$ cat src/rtl/exp3_pkg.sv
// rtl/exp3_pkg.sv - state encoding, output bundle and defaults for the exp3 control unit
package exp3_pkg;

  typedef enum logic [3:0] {
    INICIAL     = 4'h0,
    PREPARA     = 4'h1,
    ESPERA      = 4'h2,
    REGISTRA    = 4'h4,
    COMPARA     = 4'h5,
    PROXIMO     = 4'h6,
    FIM_ACERTO  = 4'hA,
    FIM_TIMEOUT = 4'hD,
    FIM_ERRO    = 4'hE
  } estado_t;

  localparam int TIMEOUT_CYCLES_DEFAULT = 5000;

  typedef struct packed {
    logic zera_c;
    logic conta_c;
    logic zera_r;
    logic registra_r;
    logic pronto;
    logic acertou;
    logic errou;
    logic timeout;
  } saidas_t;

  function automatic saidas_t saidas_de(input estado_t estado);
    saidas_t s;
    s = '0;
    case (estado)
      PREPARA:    begin s.zera_c = 1'b1; s.zera_r = 1'b1; end
      REGISTRA:   s.registra_r = 1'b1;
      PROXIMO:    s.conta_c = 1'b1;
      FIM_ACERTO: begin s.pronto = 1'b1; s.acertou = 1'b1; end
      FIM_ERRO:   begin s.pronto = 1'b1; s.errou = 1'b1; end
`ifdef EXP3_UC_TIMEOUT_EN
      FIM_TIMEOUT: begin s.pronto = 1'b1; s.errou = 1'b1; s.timeout = 1'b1; end
`endif
      default:    s = '0;
    endcase
    return s;
  endfunction

endpackage

$ cat src/rtl/edge_detector.sv
// rtl/edge_detector.sv - one-cycle pulse on each 0->1 transition of sinal
module edge_detector (
  input  logic clock,
  input  logic reset_n,
  input  logic sinal,
  output logic pulso
);

  logic sinal_q, sinal_d;

  always_comb sinal_d = sinal;

  always_ff @(posedge clock or negedge reset_n) begin
    if (!reset_n) sinal_q <= 1'b0;
    else          sinal_q <= sinal_d;
  end

  assign pulso = sinal & ~sinal_q;

endmodule

$ cat src/rtl/exp3_unidade_controle.sv
// rtl/exp3_unidade_controle.sv - Moore controller for the exp3 memory game; EXP3_UC_TIMEOUT_EN adds the ESPERA timeout
module exp3_unidade_controle
  import exp3_pkg::*;
#(
  parameter int TIMEOUT_CYCLES = TIMEOUT_CYCLES_DEFAULT
) (
  input  logic       clock,
  input  logic       reset_n,
  input  logic       iniciar,
  input  logic       jogada,
  input  logic       chavesIgualMemoria,
  input  logic       fimC,
  output logic       zeraC,
  output logic       contaC,
  output logic       zeraR,
  output logic       registraR,
  output logic       pronto,
  output logic       acertou,
  output logic       errou,
  output logic [3:0] db_estado,
  output logic       db_timeout
);

  estado_t estado_q, estado_d;
  saidas_t saidas_q, saidas_d;
  logic    jogada_pulse;

  edge_detector u_edge (
    .clock   (clock),
    .reset_n (reset_n),
    .sinal   (jogada),
    .pulso   (jogada_pulse)
  );

`ifdef EXP3_UC_TIMEOUT_EN
  localparam logic [15:0] TIMER_ULTIMO = 16'(TIMEOUT_CYCLES - 1);
  logic [15:0] timer_q, timer_d;
  logic        timer_fim;

  assign timer_fim = (timer_q == TIMER_ULTIMO);

  // Counts only while staying in ESPERA, so it reads 0 in every other state.
  always_comb begin
    timer_d = '0;
    if (estado_q == ESPERA && estado_d == ESPERA) timer_d = timer_q + 16'd1;
  end

  always_ff @(posedge clock or negedge reset_n) begin
    if (!reset_n) timer_q <= '0;
    else          timer_q <= timer_d;
  end
`else
  logic [31:0] unused_timeout_cycles;
  assign unused_timeout_cycles = 32'(TIMEOUT_CYCLES);
`endif

  always_comb begin
    estado_d = estado_q;
    case (estado_q)
      INICIAL:  if (iniciar) estado_d = PREPARA;
      PREPARA:  estado_d = ESPERA;
`ifdef EXP3_UC_TIMEOUT_EN
      ESPERA: begin
        if (jogada_pulse)   estado_d = REGISTRA;
        else if (timer_fim) estado_d = FIM_TIMEOUT;
      end
      FIM_TIMEOUT: if (iniciar) estado_d = PREPARA;
`else
      ESPERA:   if (jogada_pulse) estado_d = REGISTRA;
`endif
      REGISTRA: estado_d = COMPARA;
      COMPARA: begin
        if (!chavesIgualMemoria) estado_d = FIM_ERRO;
        else if (fimC)           estado_d = FIM_ACERTO;
        else                     estado_d = PROXIMO;
      end
      PROXIMO:    estado_d = ESPERA;
      FIM_ACERTO: if (iniciar) estado_d = PREPARA;
      FIM_ERRO:   if (iniciar) estado_d = PREPARA;
      default:    estado_d = INICIAL;
    endcase
    // Outputs are decoded from the next state so they register alongside it.
    saidas_d = saidas_de(estado_d);
  end

  always_ff @(posedge clock or negedge reset_n) begin
    if (!reset_n) begin
      estado_q <= INICIAL;
      saidas_q <= '0;
    end else begin
      estado_q <= estado_d;
      saidas_q <= saidas_d;
    end
  end

  assign zeraC      = saidas_q.zera_c;
  assign contaC     = saidas_q.conta_c;
  assign zeraR      = saidas_q.zera_r;
  assign registraR  = saidas_q.registra_r;
  assign pronto     = saidas_q.pronto;
  assign acertou    = saidas_q.acertou;
  assign errou      = saidas_q.errou;
  assign db_timeout = saidas_q.timeout;
  assign db_estado  = estado_q;

endmodule

$ cat config.mk
export PLATFORM = sky130hd
export DESIGN_NAME = exp3_unidade_controle
export DESIGN_NICKNAME = d
export VERILOG_FILES = /design/src/rtl/exp3_pkg.sv /design/src/rtl/edge_detector.sv /design/src/rtl/exp3_unidade_controle.sv
export SDC_FILE = /design/constraint.sdc
export NUM_CORES = 1
export LEC_CHECK = 0
export BUFFER_PORTS_ARGS = -buffer_cell sky130_fd_sc_hd__buf_2
export CAP_MARGIN = 20
export CORE_MARGIN = 4
export CORE_UTILIZATION = 35
export CTS_CLUSTER_DIAMETER = 120
export DETAILED_ROUTE_END_ITERATION = 7
export HOLD_SLACK_MARGIN = 0.02
export SLEW_MARGIN = 20
export SYNTH_ARGS = -nofsm -noshare
export SYNTH_HDL_FRONTEND = slang
export SYNTH_SLANG_ARGS = --single-unit
$ cat constraint.sdc
create_clock -name clock -period 1.4 [get_ports clock]
set_clock_uncertainty 0.2 [all_clocks]
set_input_delay 0.07 -clock clock [delete_from_list [all_inputs] [get_ports clock]]
set_output_delay 0.07 -clock clock [all_outputs]
set_load 0.005 [all_outputs]
Word-level counts from Yosys, hierarchy flattened
Index checks and enable logic that the tools add are counted.
Storage, ports and cells
  logic and storage cells: 37
  bits of input ports: 6
  register bits: 11
Operators by class
  mux-type cells: 11
  equal/unequal tests: 12
  bitwise operators: 2
  reduce and logical (&&, ||, !) cells: 4
Operators with widths (count)
  $eq 4x3->1 const B: 5
  $pmux 4 s5: 1
  $eq 4x4->1 const B: 4
  $mux 4: 4
  $eq 4x1->1 const B: 2
  $mux 1: 6
  $eq 4x2->1 const B: 1
  $logic_not 4->1: 1
  $reduce_or 2->1: 2
  $reduce_or 3->1: 1
  $and 1x1->1: 1
  $not 1->1: 1

Depth between registers and ports, before layout
  word-level depth: 7
  depth in mapped cells: 4
  depth with buffers taken out: 3

Hierarchy
Synthesis repeated with hierarchy kept, for this count alone.
Second synthesis, totals
  cells, all modules: 46
  area total of the unflattened synthesis: 541.8 um2
By module, submodules not included
  exp3_unidade_controle: sequential area each 250.2 um2, cells each 44, area each 503.0 um2, times used 1
  edge_detector: sequential area each 25.0 um2, cells each 2, area each 38.8 um2, times used 1

Least setup slack after synthesis
Ideal clock, no wire load.
  kind: register to register
  start point: reg estado_q[3] (netlist: db_estado[3])
  end point: reg saidas_q (netlist bit acertou)
  library setup time: 0.122 ns
  setup slack: 0.066 ns
  required time: 1.078 ns
  arrival time: 1.012 ns
  cell stages (with the launch flop): 5
  clock period less this slack: 1.334 ns
  buffers on the path: 1
  cell sequence: dfrtp_1 buf_6 nor3b_2 a32oi_2 a21boi_1
RTL lines
  from (decl): line exp3_unidade_controle.sv:24  | estado_t estado_q, estado_d;
  from (signal assigned): line exp3_unidade_controle.sv:91  | estado_q <= estado_d;
  to (signal assigned): line exp3_unidade_controle.sv:92  | saidas_q <= saidas_d;
  to (decl): line exp3_unidade_controle.sv:25  | saidas_t saidas_q, saidas_d;

==> results by group <==
Timing
  • RSZ-0062 raised after global routing: false
  • Period minus WS final: between 1000 and 1500 ps
  • Final hold vios: 0
  • Max Clk Rate: approximately 0.73 GHz
  • Setup violators final: 0
  • Tcrit/Tclk final: 97.37%
  • Max-slew violations: 0
  • Hold_ws: approximately 280 ps

Worst setup path
  • Reg2reg setup slack: around 37 ps
  • Worst Setup End Kind: register
  • CP Launch Type: register
  • Crit path max fanout: 6
  • R2r endpoint: acertou
  • CP arrival: 1350 ps
  • R2R depth: 3
  • Reg2reg start: db_estado[1]
  • Setup CP Type: reg -> reg
  • Critical path required time: about 1400 ps

Cells and area
  • Finished Layout Cells: between 80 and 90
  • Post-layout instance area: 705.7 µm²
  • Leading cell type in the layout, fill and taps excluded: buf_2
  • ANT cells: 0
  • Filler Cell Count: around 120
  • Most frequent cells in the layout: buf_2, dfrtp_1, dlygate4sd3_1
  • Share of cells above drive strength 1: between 40% and 50%
  • Final-stage net count: 77
  • Area Overhead vs Synth: 40.30%

Floorplanning
  • IO Count: 18
  • Starting Density: 37.71%
  • Die X: around 46 µm
  • Core area: roughly 1300 µm²
  • Die height: about 46 µm
  • Die area: approximately 2100 µm²
  • Row Count: 13

Yosys
  • Yosys cell types: 23
  • Async set-or-reset flop fraction in the synthesized netlist: 100.0%
  • XOR/XNOR share of the synthesized area: roughly 1.7%
  • Mapped Area: between 500 and 600 µm²
  • YS warnings: 0
  • Main combinational cell family by area after synthesis: simple AND/OR/NAND/NOR gates
  • EDFF count, synth: 0
  • Top post-synthesis cells by area: dfrtp_1, nand2b_1, nor3b_2, a32oi_2, buf_4
  • Predominant post-synthesis flop cell: dfrtp_1
  • Syn_area_per_cell: between 10 and 15 µm²
  • Mapped Cells: 43
  • Synth top area share: 54.73%
  • Yosys reg bits: 11
  • Synthesized-area fraction occupied by and/or/nand/nor cells: ~25%
  • Syn_nets: between 40 and 50
  • Synth Area in Compound Gates: approximately a tenth
  • Multiplexer area fraction after synthesis: roughly 2.0%
  • Yosys top cell by area: dfrtp_1
  • Seq/Total Area, Yosys: between 50% and 60%
  • Post-synthesis adder-cell area fraction: 0%

Clock network
  • CTS root buf: clkbuf_4
  • CTS H-Tree Depth: 1
  • Total clock sinks: 11
  • Clk slew on worst S/H paths: about 70 ps
  • CTS buffer count: 3
  • CTS tree: yes
  • Clock Latency Late Sink: approximately 260 ps
  • Clock tree buffer depth: 2
  • Post-CTS Setup Bufs: 0

Pwr
  • Power Density: 1590 nW/µm²
  • Leakage: 0.3658 nW
  • Maximum VDD drop: approximately 0.8 mV

Global route
  • Vias in the first global route: roughly 390
  • GRT Util Overall: between 10 and 15%
  • GR Overflow Total: 0
  • First-pass GRT wire length: 1.614 mm
  • Initial antenna violation count: 0
  • Largest net degree at the start of global routing: 12

Routing
  • Final ANT Viol Nets: 0
  • Final wirelength: 1.035 mm
  • DRC: 0
  • Via count: around 420
  • WL per Instance: 12.18 µm
  • DR vias/cell: between 4 and 5
  • DR pass1 iterations: 2
  • Iter 0 DRT Violations: 6

Outcome
  • Status: completed

Min path
  • Source of the worst hold timing path: jogada
  • WHS Path Cells: 2
  • Worst hold-check path type: in -> reg
  • Hold endpoint: u_edge.sinal_q

Place
  • Inst Count DP: 75
  • PortBufs: 16
  • Final GP Congestion: roughly 0.74
  • Placed wire-length estimate: between 700 and 800 µm
  • Placed cell area: ~600 µm²

Flow run
  • Max Cap Viol: 0
-- metrics by stage --
step / setup WS (ps) / util, % / setup TNS [ps] / total power [mW]
finish: 36.75 / 52.91 / 0 / 1.122
global route: 2.847 / 52.91 / 0 / 1.207
CTS: 5.218 / 52.35 / 0 / 1.113
detailed placement: -8.373 / 45.40 / -8.373 / 0.8690
global placement: 14.20 / 45.40 / 0 / 0.8635
floorplan: 65.88 / - / 0 / 0.6988
-- per-layer routing --
layer	vias to the layer above	GRT usage [%]	wire, µm
li1	199	-	-
met3	2	4.743	69
met5	-	0	0
met4	0	6.818	22
met2	13	17.31	509
met1	202	12.71	434
-- Yosys cell counts (2+ instances only) --
cell type and number:
a21oi_1 2, buf_4 2, dfrtp_1 11, nand2_1 3
nand2b_1 4, nor2_1 3, nor3b_2 2
-- how the worst max path moves through the flow --
stage            startpoint  slack [ps]       to  cells past startpoint
2_1_floorplan  db_estado[3]          70  acertou                      4
3_3_place_gp   db_estado[1]          10    errou                      3
6_report       db_estado[1]          40  acertou                      3
3_5_place_dp   db_estado[1]          -8  acertou                      3
4_1_cts        db_estado[1]           5  acertou                      3
5_1_grt        db_estado[1]           3  acertou                      3
-- kinds of logic after synthesis --
group	after synthesis
buffers and inverters	4
AOI/OAI and AO/OA	6
muxes	1
xor gates and xnor gates	1
and+or+nand+nor	19
DFF	11
other	1
-- critical path, cell delays in order (launching register included) --
cell and delay (ps):
dfrtp_2 460, nor2b_2 190, a32oi_2 270, a21boi_1 180
-- report_power, final --
| part | switching [mW] | internal [mW] | total [mW] |
|---|---|---|---|
| Sequential | 0.0886 | 0.392 | 0.480 |
| Clock | 0.0994 | 0.110 | 0.209 |
| Combinational | 0.182 | 0.250 | 0.432 |
-- registers in the layout, summed over array words and instances, names as in the netlist --
signal / count
zeraR: 1
acertou: 1
contaC: 1
registraR: 1
errou: 1
pronto: 1
db_estado: 4
u_edge.sinal_q: 1
-- final cells by class --
cell class / instances / area [µm²] / share of cell area, %
inverters: 1 / 3.754 / 0.5319
well taps: 15 / 18.77 / 2.660
multi-input cells: 28 / 209.0 / 29.61
clock buffers: 4 / 26.28 / 3.723
flip-flops and latches: 11 / 277.8 / 39.36
repair buffers: 26 / 170.2 / 24.11
-- repair_timing --
item                                    CTS  global route
endpoints found under the setup margin    2             3
endpoints found under the hold margin    20             0
hold buffers                              6             0
resized for setup                         1             3
(Power assumes the default switching activity.)
